[src/rtl/clk_n_monitor_if.sv]
// Bundle between the divided-clock source side and the clk_N monitor.
// The master drives the slow clock and enable; the monitor (slave) returns pulses and measurements.
interface clk_n_monitor_if #(
    parameter int unsigned CNT_W = 32
);
    logic             clk_N_in;
    logic             en;
    logic             rise_pulse;
    logic             fall_pulse;
    logic [CNT_W-1:0] half_period;
    logic             period_valid;
    logic             stalled;
    logic [15:0]      edge_count;

    modport master (
        output clk_N_in, en,
        input  rise_pulse, fall_pulse, half_period, period_valid, stalled, edge_count
    );

    modport slave (
        input  clk_N_in, en,
        output rise_pulse, fall_pulse, half_period, period_valid, stalled, edge_count
    );
endinterface

[src/rtl/clk_n_monitor.sv]
// Brings the divided clock clk_N into the clk domain as rise/fall enables,
// measures its half-period in clk cycles and flags an input that stops toggling.
module clk_n_monitor #(
    parameter int unsigned SYNC_STAGES = 2,
    parameter int unsigned CNT_W       = 32,
    parameter int unsigned TIMEOUT     = 100_000_000
) (
    input logic           clk,
    input logic           rst_n,
    clk_n_monitor_if.slave bus
);
    localparam logic [CNT_W-1:0] CNT_MAX = CNT_W'(TIMEOUT - 1);

    typedef enum logic [1:0] {IDLE, ARMED, LOCKED} state_t;

    state_t                 state;
    logic [SYNC_STAGES-1:0] sync_q;
    logic                   prev;
    logic [CNT_W-1:0]       cnt;
    logic                   sync_out;
    logic                   rise;
    logic                   fall;
    logic                   edge_det;

    always_comb begin
        sync_out = sync_q[SYNC_STAGES-1];
        rise     = sync_out & ~prev;
        fall     = ~sync_out & prev;
        edge_det = rise | fall;
    end

    always_ff @(posedge clk or negedge rst_n) begin
        if (!rst_n) begin
            sync_q           <= '0;
            prev             <= 1'b0;
            cnt              <= '0;
            state            <= IDLE;
            bus.rise_pulse   <= 1'b0;
            bus.fall_pulse   <= 1'b0;
            bus.half_period  <= '0;
            bus.period_valid <= 1'b0;
            bus.stalled      <= 1'b0;
            bus.edge_count   <= '0;
        end else begin
            // Synchronizer and prev keep running while disabled so re-enable sees no stale edge.
            sync_q         <= {sync_q[SYNC_STAGES-2:0], bus.clk_N_in};
            prev           <= sync_out;
            bus.rise_pulse <= bus.en & rise;
            bus.fall_pulse <= bus.en & fall;

            if (!bus.en) begin
                cnt              <= '0;
                state            <= IDLE;
                bus.stalled      <= 1'b0;
                bus.period_valid <= 1'b0;
            end else begin
                if (rise) begin
                    bus.edge_count <= bus.edge_count + 16'd1;
                end

                if (edge_det) begin
                    // An edge takes priority over a timeout landing on the same cycle.
                    cnt         <= '0;
                    bus.stalled <= 1'b0;
                    if (state == IDLE) begin
                        state            <= ARMED;
                        bus.period_valid <= 1'b0;
                    end else begin
                        bus.half_period  <= cnt + 1'b1;
                        state            <= LOCKED;
                        bus.period_valid <= 1'b1;
                    end
                end else if (cnt == CNT_MAX) begin
                    if (state != IDLE) begin
                        bus.stalled      <= 1'b1;
                        state            <= IDLE;
                        bus.period_valid <= 1'b0;
                    end
                end else begin
                    cnt <= cnt + 1'b1;
                end
            end
        end
    end
endmodule

[src/flat_wrapper.sv]
// flat-port wrapper written by rule: the top's interface ports become plain ports
module clk_n_monitor_flat 
#(
    parameter int unsigned SYNC_STAGES = 2,
    parameter int unsigned CNT_W       = 32,
    parameter int unsigned TIMEOUT     = 100_000_000
)
  (clk, rst_n, bus_clk_N_in, bus_en, bus_rise_pulse, bus_fall_pulse, bus_half_period, bus_period_valid, bus_stalled, bus_edge_count);
  clk_n_monitor_if #(.CNT_W(CNT_W)) bus_i ();
  input logic clk;
  input logic rst_n;
  input wire logic [$bits(bus_i.clk_N_in)-1:0] bus_clk_N_in;
  input wire logic [$bits(bus_i.en)-1:0] bus_en;
  output wire logic [$bits(bus_i.rise_pulse)-1:0] bus_rise_pulse;
  output wire logic [$bits(bus_i.fall_pulse)-1:0] bus_fall_pulse;
  output wire logic [$bits(bus_i.half_period)-1:0] bus_half_period;
  output wire logic [$bits(bus_i.period_valid)-1:0] bus_period_valid;
  output wire logic [$bits(bus_i.stalled)-1:0] bus_stalled;
  output wire logic [$bits(bus_i.edge_count)-1:0] bus_edge_count;
  assign bus_i.clk_N_in = bus_clk_N_in;
  assign bus_i.en = bus_en;
  assign bus_rise_pulse = bus_i.rise_pulse;
  assign bus_fall_pulse = bus_i.fall_pulse;
  assign bus_half_period = bus_i.half_period;
  assign bus_period_valid = bus_i.period_valid;
  assign bus_stalled = bus_i.stalled;
  assign bus_edge_count = bus_i.edge_count;
  clk_n_monitor #(.SYNC_STAGES(SYNC_STAGES), .CNT_W(CNT_W), .TIMEOUT(TIMEOUT)) u_core (.clk(clk), .rst_n(rst_n), .bus(bus_i));
endmodule
[config.mk]
export PLATFORM = sky130hd
export DESIGN_NAME = clk_n_monitor_flat
export DESIGN_NICKNAME = d
export VERILOG_FILES = /design/src/rtl/clk_n_monitor_if.sv /design/src/rtl/clk_n_monitor.sv /design/src/flat_wrapper.sv
export SDC_FILE = /design/constraint.sdc
export NUM_CORES = 1
export LEC_CHECK = 0
export ABC_AREA = 1
export ABC_CLOCK_PERIOD_IN_PS = 2000
export BUFFER_PORTS_ARGS = -buffer_cell sky130_fd_sc_hd__buf_2
export CAP_MARGIN = 20
export CORE_MARGIN = 5
export CORE_UTILIZATION = 58
export DETAILED_ROUTE_END_ITERATION = 16
export PLACE_DENSITY_LB_ADDON = 0.05
export SKIP_LAST_GASP = 1
export SLEW_MARGIN = 20
export SYNTH_ARGS = -nofsm -noshare
export SYNTH_HDL_FRONTEND = slang
export SYNTH_SLANG_ARGS = --single-unit
[constraint.sdc]
create_clock -name clk -period 2 [get_ports clk]
set_input_delay 0.4 -clock clk [delete_from_list [all_inputs] [get_ports clk]]
set_output_delay 0.4 -clock clk [all_outputs]
set_load 0.05 [all_outputs]
==> Word-level counts from Yosys, hierarchy flattened <==
Cells that the tools add are included.
{ "totals": {"output_inout_bits": 52, "reg_bits": 89, "wordCells": 46, "input_bits": 4} }
{ "classes": {"eq_ne": 4, "bitwise": 8, "mux": 17, "add_sub_neg": 2, "n_reduce_logical": 5} }
{ "ops": {"columns": ["cell", "n"], "rows": [
  ["2-to-1 mux 32 bit", 3],
  ["adder 32 x 1 -> 32 bit, second input constant", 1],
  ["equality test 32 x 27 -> 1 bit, second input constant", 1],
  ["adder 16 x 1 -> 16 bit, second input constant", 1],
  ["2-to-1 mux 2 bit", 5],
  ["2-to-1 mux 1 bit", 9],
  ["!= test 3 x 1 -> 1 bit, second input constant", 2],
  ["bitwise AND 1 bit", 4],
  ["AND reduction 2 bit", 2],
  ["!= test 3 x 2 -> 1 bit, second input constant", 1],
  ["inverter 1 bit", 3],
  ["AND reduction 3 bit", 1],
  ["zero test 2 bit", 1],
  ["nonzero test 2 bit", 1],
  ["OR 1 bit", 1]
]} }

==> Longest topological paths before layout <==
{ "depth": {"word_depth": 5, "depth_mapped": 11, "ltp_nobuf": 11} }

==> Least setup slack after synthesis <==
No wires, ideal clock.
{ "synth_timing": {"kind": "reg2reg", "startpoint": "register u_core.bus.edge_count[0]", "endpoint": "register u_core.bus.edge_count[14]", "setup_time_ns": 0.113, "path_stages_with_launch": 11, "period_less_slack_ns": 1.709, "arrival_time_ns": 1.596, "setup_slack_ns": 0.291, "required_ns": 1.887, "n_path_buf": 0, "cell_sequence": "dfrtp_1 ha_1 inv_1 nor2_2 nand2_1 nor2_1 nand2_1 nor2_1 nand2_1 nand2_1 inv_1"} }
{ "synth_between": {"elab_chain_len": 1} }
{ "synth_rtl": {"columns": ["element", "line", "text"], "rows": [
  ["from (decl)", "clk_n_monitor_if.sv:22", "output rise_pulse, fall_pulse, half_period, period_valid, stalled, edge_count"],
  ["from (signal assigned)", "clk_n_monitor.sv:58", "bus.edge_count <= bus.edge_count + 16'd1;"],
  ["adder 16 x 1 -> 16 bit", "clk_n_monitor.sv:58", null]
]} }
No other way between the ends.
A chain may end at the register's enable or synchronous reset.

==> Worst setup path after layout <==
{ "layout_timing": {"startpoint": "register u_core.cnt[1]", "endpoint": "register u_core.cnt[18]"} }
{ "layout_between": {"elab_chain_len": 4, "word_cells_on_any_way": 6, "cone_classes": "1 x add/sub; 2 x eq/ne; 3 x mux"} }
{ "layout_rtl": {"columns": ["element", "line", "text"], "rows": [
  ["from (decl)", "clk_n_monitor.sv:19", "logic [CNT_W-1:0] cnt;"],
  ["from (signal assigned)", "clk_n_monitor.sv:80", "cnt <= cnt + 1'b1;"],
  ["adder 32 x 1 -> 32 bit", "clk_n_monitor.sv:80", null],
  ["2-to-1 mux 32 bit", "clk_n_monitor.sv:73", "end else if (cnt == CNT_MAX) begin"],
  ["2-to-1 mux 32 bit", "clk_n_monitor.sv:61", "if (edge_det) begin"],
  ["2-to-1 mux 32 bit", "clk_n_monitor.sv:51", "if (!bus.en) begin"]
]} }
Parallel ways exist; a longest one is shown, timed or not. The select of a mux whose other input is x is not followed.

==> results.txt <==
The area of all placed cells without fillers is 5110 um^2. Setup repair after global routing left no endpoint under its margin. The fraction of layout instances using a drive strength above 1 came out at 14.6%. The number of max-slew violations in the final report came out at 0. The total setup violations reported at the end of the flow is 0. The static power due to leakage is 0.00278 uW. In this run the cell area of the synthesized design comes to 4460 um^2. Among all flip-flop cells after synthesis, the most frequent one is dfrtp_1. The endpoint kind of the worst setup timing path is a register. Routability-driven placement finished with a final weighted congestion of 0.937. The min-delay analysis places its worst path in the category input port to register. The worst setup path is launched from a register.

The starting DRC count in detailed routing came out at 260. The fraction of post-synthesis cell area in the top cell type by area came out at 49.4%. For the worst flop-to-flop path, the logic depth is 9. The routed design has 10,900 um of wire.

Yosys attributes the largest share of cell area to dfrtp_1, nand2_1, nor2_1. Before antenna repair, the detailed router went through 5 iterations. Counting instances, the worst hold path has a depth of 1.

Yosys instantiated no cell more often than nand2_1. Data arrives at the worst endpoint at 2.07 ns. The clock tree from TritonCTS is done. In this run the worst path has a maximum fanout of 18. After floorplanning, the core was sized to cover 7610 um^2. The startpoint identified for the worst hold timing path is bus_clk_N_in. Clock latency on the worst-skew pair, taken at its later pin, is 0.37 ns. Summing all flip-flop and latch instances after layout gives 2200 um^2. The number of clock sinks came out at 88. Entering global routing, the biggest net connects 58 pins. Of the synthesized area, sequential elements account for 49.4%.

Global routing used 24.1% of the available tracks across all layers. The met3 demand-to-capacity share in global routing came out at 6.03%. The maximum buffer depth of the clock tree came out at 2. The row count came out at 32. For met1 alone, demand over resource in global routing was 31.3%. For hold timing, the worst endpoint is u_core.sync_q[0]. The total of buffers placed on input and output ports is 55. The setup slack of the worst register-to-register path came out at 0.18 ns.

For met2 alone, demand over resource in global routing was 39.7%. The number of clock buffers added by TritonCTS is 9. After synthesis the netlist holds a flip-flop and latch count of 88.

The total number of H-tree levels is 3. The number of global-route vias before repair came out at 3,838. The count of flip-flops with a built-in enable after synthesis came out at 0. The required time of the critical path came out at 2.25 ns. The total inserted antenna cells came out at 0. Across all layers, the routed design uses 3,901 vias. The wire length of the first global-routing pass is 18,400 um. The async set or reset register ratio after synthesis is 100%. The post-route non-filler standard cell count is 778. The reg-to-reg startpoint is u_core.cnt[1]. For this run, the number of Yosys warnings is 0. The shortest period the worst path allows is 1.82 ns. The die is 97.7 um wide. The worst setup path is of the register to register kind. The synthesized instance count came out at 604. The total area of multi-input combinational cells came out at 1960 um^2. The clock transition at the register clock pins on the worst setup and hold paths after CTS is 0.10 ns. The die outline height is 97.7 um. In this run the critical register-to-register path is captured at u_core.cnt[18]. The layout has 680 filler cells.

Summed over all nets, the half-perimeter wirelength after detailed placement is 8200 um. The number of placed I/O pins is 56. The total DRC errors in the routed layout came out at 0. The count of unique library cells instantiated by Yosys came out at 27. The area overhead of the layout relative to synthesis came out at 14.5%.

In the routed layout, each cell is associated on average with a via count of 5.01. The instance area after placement came out at 4880 um^2. The number of max-cap violations is 0. In the final routed layout, each cell accounts on average for 14.0 um.

The number of nets with antenna violations after detailed routing is 0. The post-layout net count is 679. The area of the die is 9540 um^2.

Setup total negative slack on the finished layout was measured at 0 ns. The total placed cells including tap cells came out at 760. The cell at the root of the clock tree is clkbuf_8. Summed over all instances, the cell type with the most area after synthesis is dfrtp_1. A synthesized cell averages 7.38 um^2. Headroom to the max-slew limit came out at 74.1%. The initial cell density of the core came out at 58.6%. For this run the aggregate overflow at the end of global routing stands at 0. The power per cell area came out at 782 nW/um^2.

The net count of the mapped netlist came out at 612. After synthesis, the most frequently instantiated cells are nand2_1, dfrtp_1, nor2_1. The maximum vdd ir drop is 0.730 mV. The number of antenna violations at the first check in global routing is 0. The flow ran to the end, and the final reports show no timing, DRC or antenna violations.

The number of failing hold endpoints at the final stage is 0. The maximum clock rate is 0.551 GHz. The pin slew with the least headroom to its limit came out at 0.387 ns. The portion of the clock cycle consumed by the worst path in the final layout is 90.8%. The worst setup skew after layout came out at 0.0167 ns. In this run the most used layer during global routing was met2.
## timing repair
action / 4_1_cts / 5_1_grt
setup endpoints to repair: 0 / 6
gates resized for setup: 0 / 0
setup buffers: 0 / 1
hold buffers: 1 / 0
hold endpoints to repair: 4 / 0
## power breakdown
| part | leakage, uW | internal, uW | switching, uW |
|---|---|---|---|
| registers | 0.00118 | 1880 | 80.0 |
| logic | 0.00149 | 163 | 551 |
| clock network | 0.000104 | 606 | 710 |
## cell usage in the layout, fill, tap and decap left out, types with 10 or more instances in the layout
cell type  instances
nand2_1          271
a21oi_1           13
dfrtp_1           88
buf_2             54
nor2_1            78
inv_1             60
xor2_1            14
nand3_1           21
o21ai_0           10
buf_4             10
## logic make-up (layout without fill, tap and decap cells)
| group | Yosys count | count (layout) | share of synthesized area [%] |
|---|---|---|---|
| simple gates | 391 | 391 | 35.5 |
| flops | 88 | 88 | 49.4 |
| buf+inv | 72 | 144 | 6.68 |
| compound gates | 29 | 29 | 3.40 |
| xor+xnor | 20 | 20 | 3.93 |
| fa+ha+maj | 4 | 4 | 1.12 |
## layout make-up
cell class	count	area share, %
timing repair buffer	66	7.35
inverter	62	4.56
clock inverter	7	1.69
tap	102	2.50
clock buffer	9	2.43
sequential	88	43.1
multi-input combinational	444	38.3
## flip-flops by register name, summed over array words and instances (netlist names)
signal,flops
u_core.bus.half_period,32
u_core.cnt,32
u_core.bus.edge_count,16
u_core.state,2
u_core.sync_q,2
u_core.bus.fall_pulse,1
u_core.bus.rise_pulse,1
u_core.bus.stalled,1
u_core.prev,1
## how the worst max path moves through the flow
stage | start | slack [ns] | depth (start not counted) | to
floorplan | u_core.bus.edge_count[0] | 0.29 | 10 | u_core.bus.edge_count[14]
global placement | u_core.cnt[0] | 0.24 | 9 | u_core.cnt[26]
detailed placement | u_core.cnt[0] | 0.17 | 9 | u_core.cnt[24]
CTS | u_core.cnt[0] | 0.13 | 9 | u_core.cnt[18]
global route | u_core.cnt[1] | 0.01 | 9 | u_core.cnt[23]
finish | u_core.cnt[1] | 0.18 | 9 | u_core.cnt[18]
## critical path: stages (launching register included)
cell and delay [ns]:
dfrtp_1 0.41, ha_1 0.25, nand3_2 0.15, nor2_2 0.21, nand2_1 0.08, nor2_1 0.15
nor2_1 0.08, buf_4 0.22, nand2_1 0.09, nand2_1 0.05
## per-stage QoR
step | hold slack, ns | utilization (%) | worst slack (ns) | power, uW
2_1_floorplan | 0.104 | - | 0.291 | 2510
3_3_place_gp | 0.215 | 64.1 | 0.242 | 2700
3_5_place_dp | 0.217 | 64.1 | 0.170 | 2710
4_1_cts | 0.118 | 67.0 | 0.129 | 4020
5_1_grt | 0.111 | 67.1 | 0.0113 | 4190
6_report | 0.126 | 67.1 | 0.184 | 3990
## routing by layer
layer	vias to the layer above	part of all wire [%]	wire, um
met5	-	0	0
met4	0	2.1	229
met3	22	6.3	685
met2	112	48	5210
met1	1808	44	4780
li1	1959	-	-
Power figures use the tool's default switching activity.
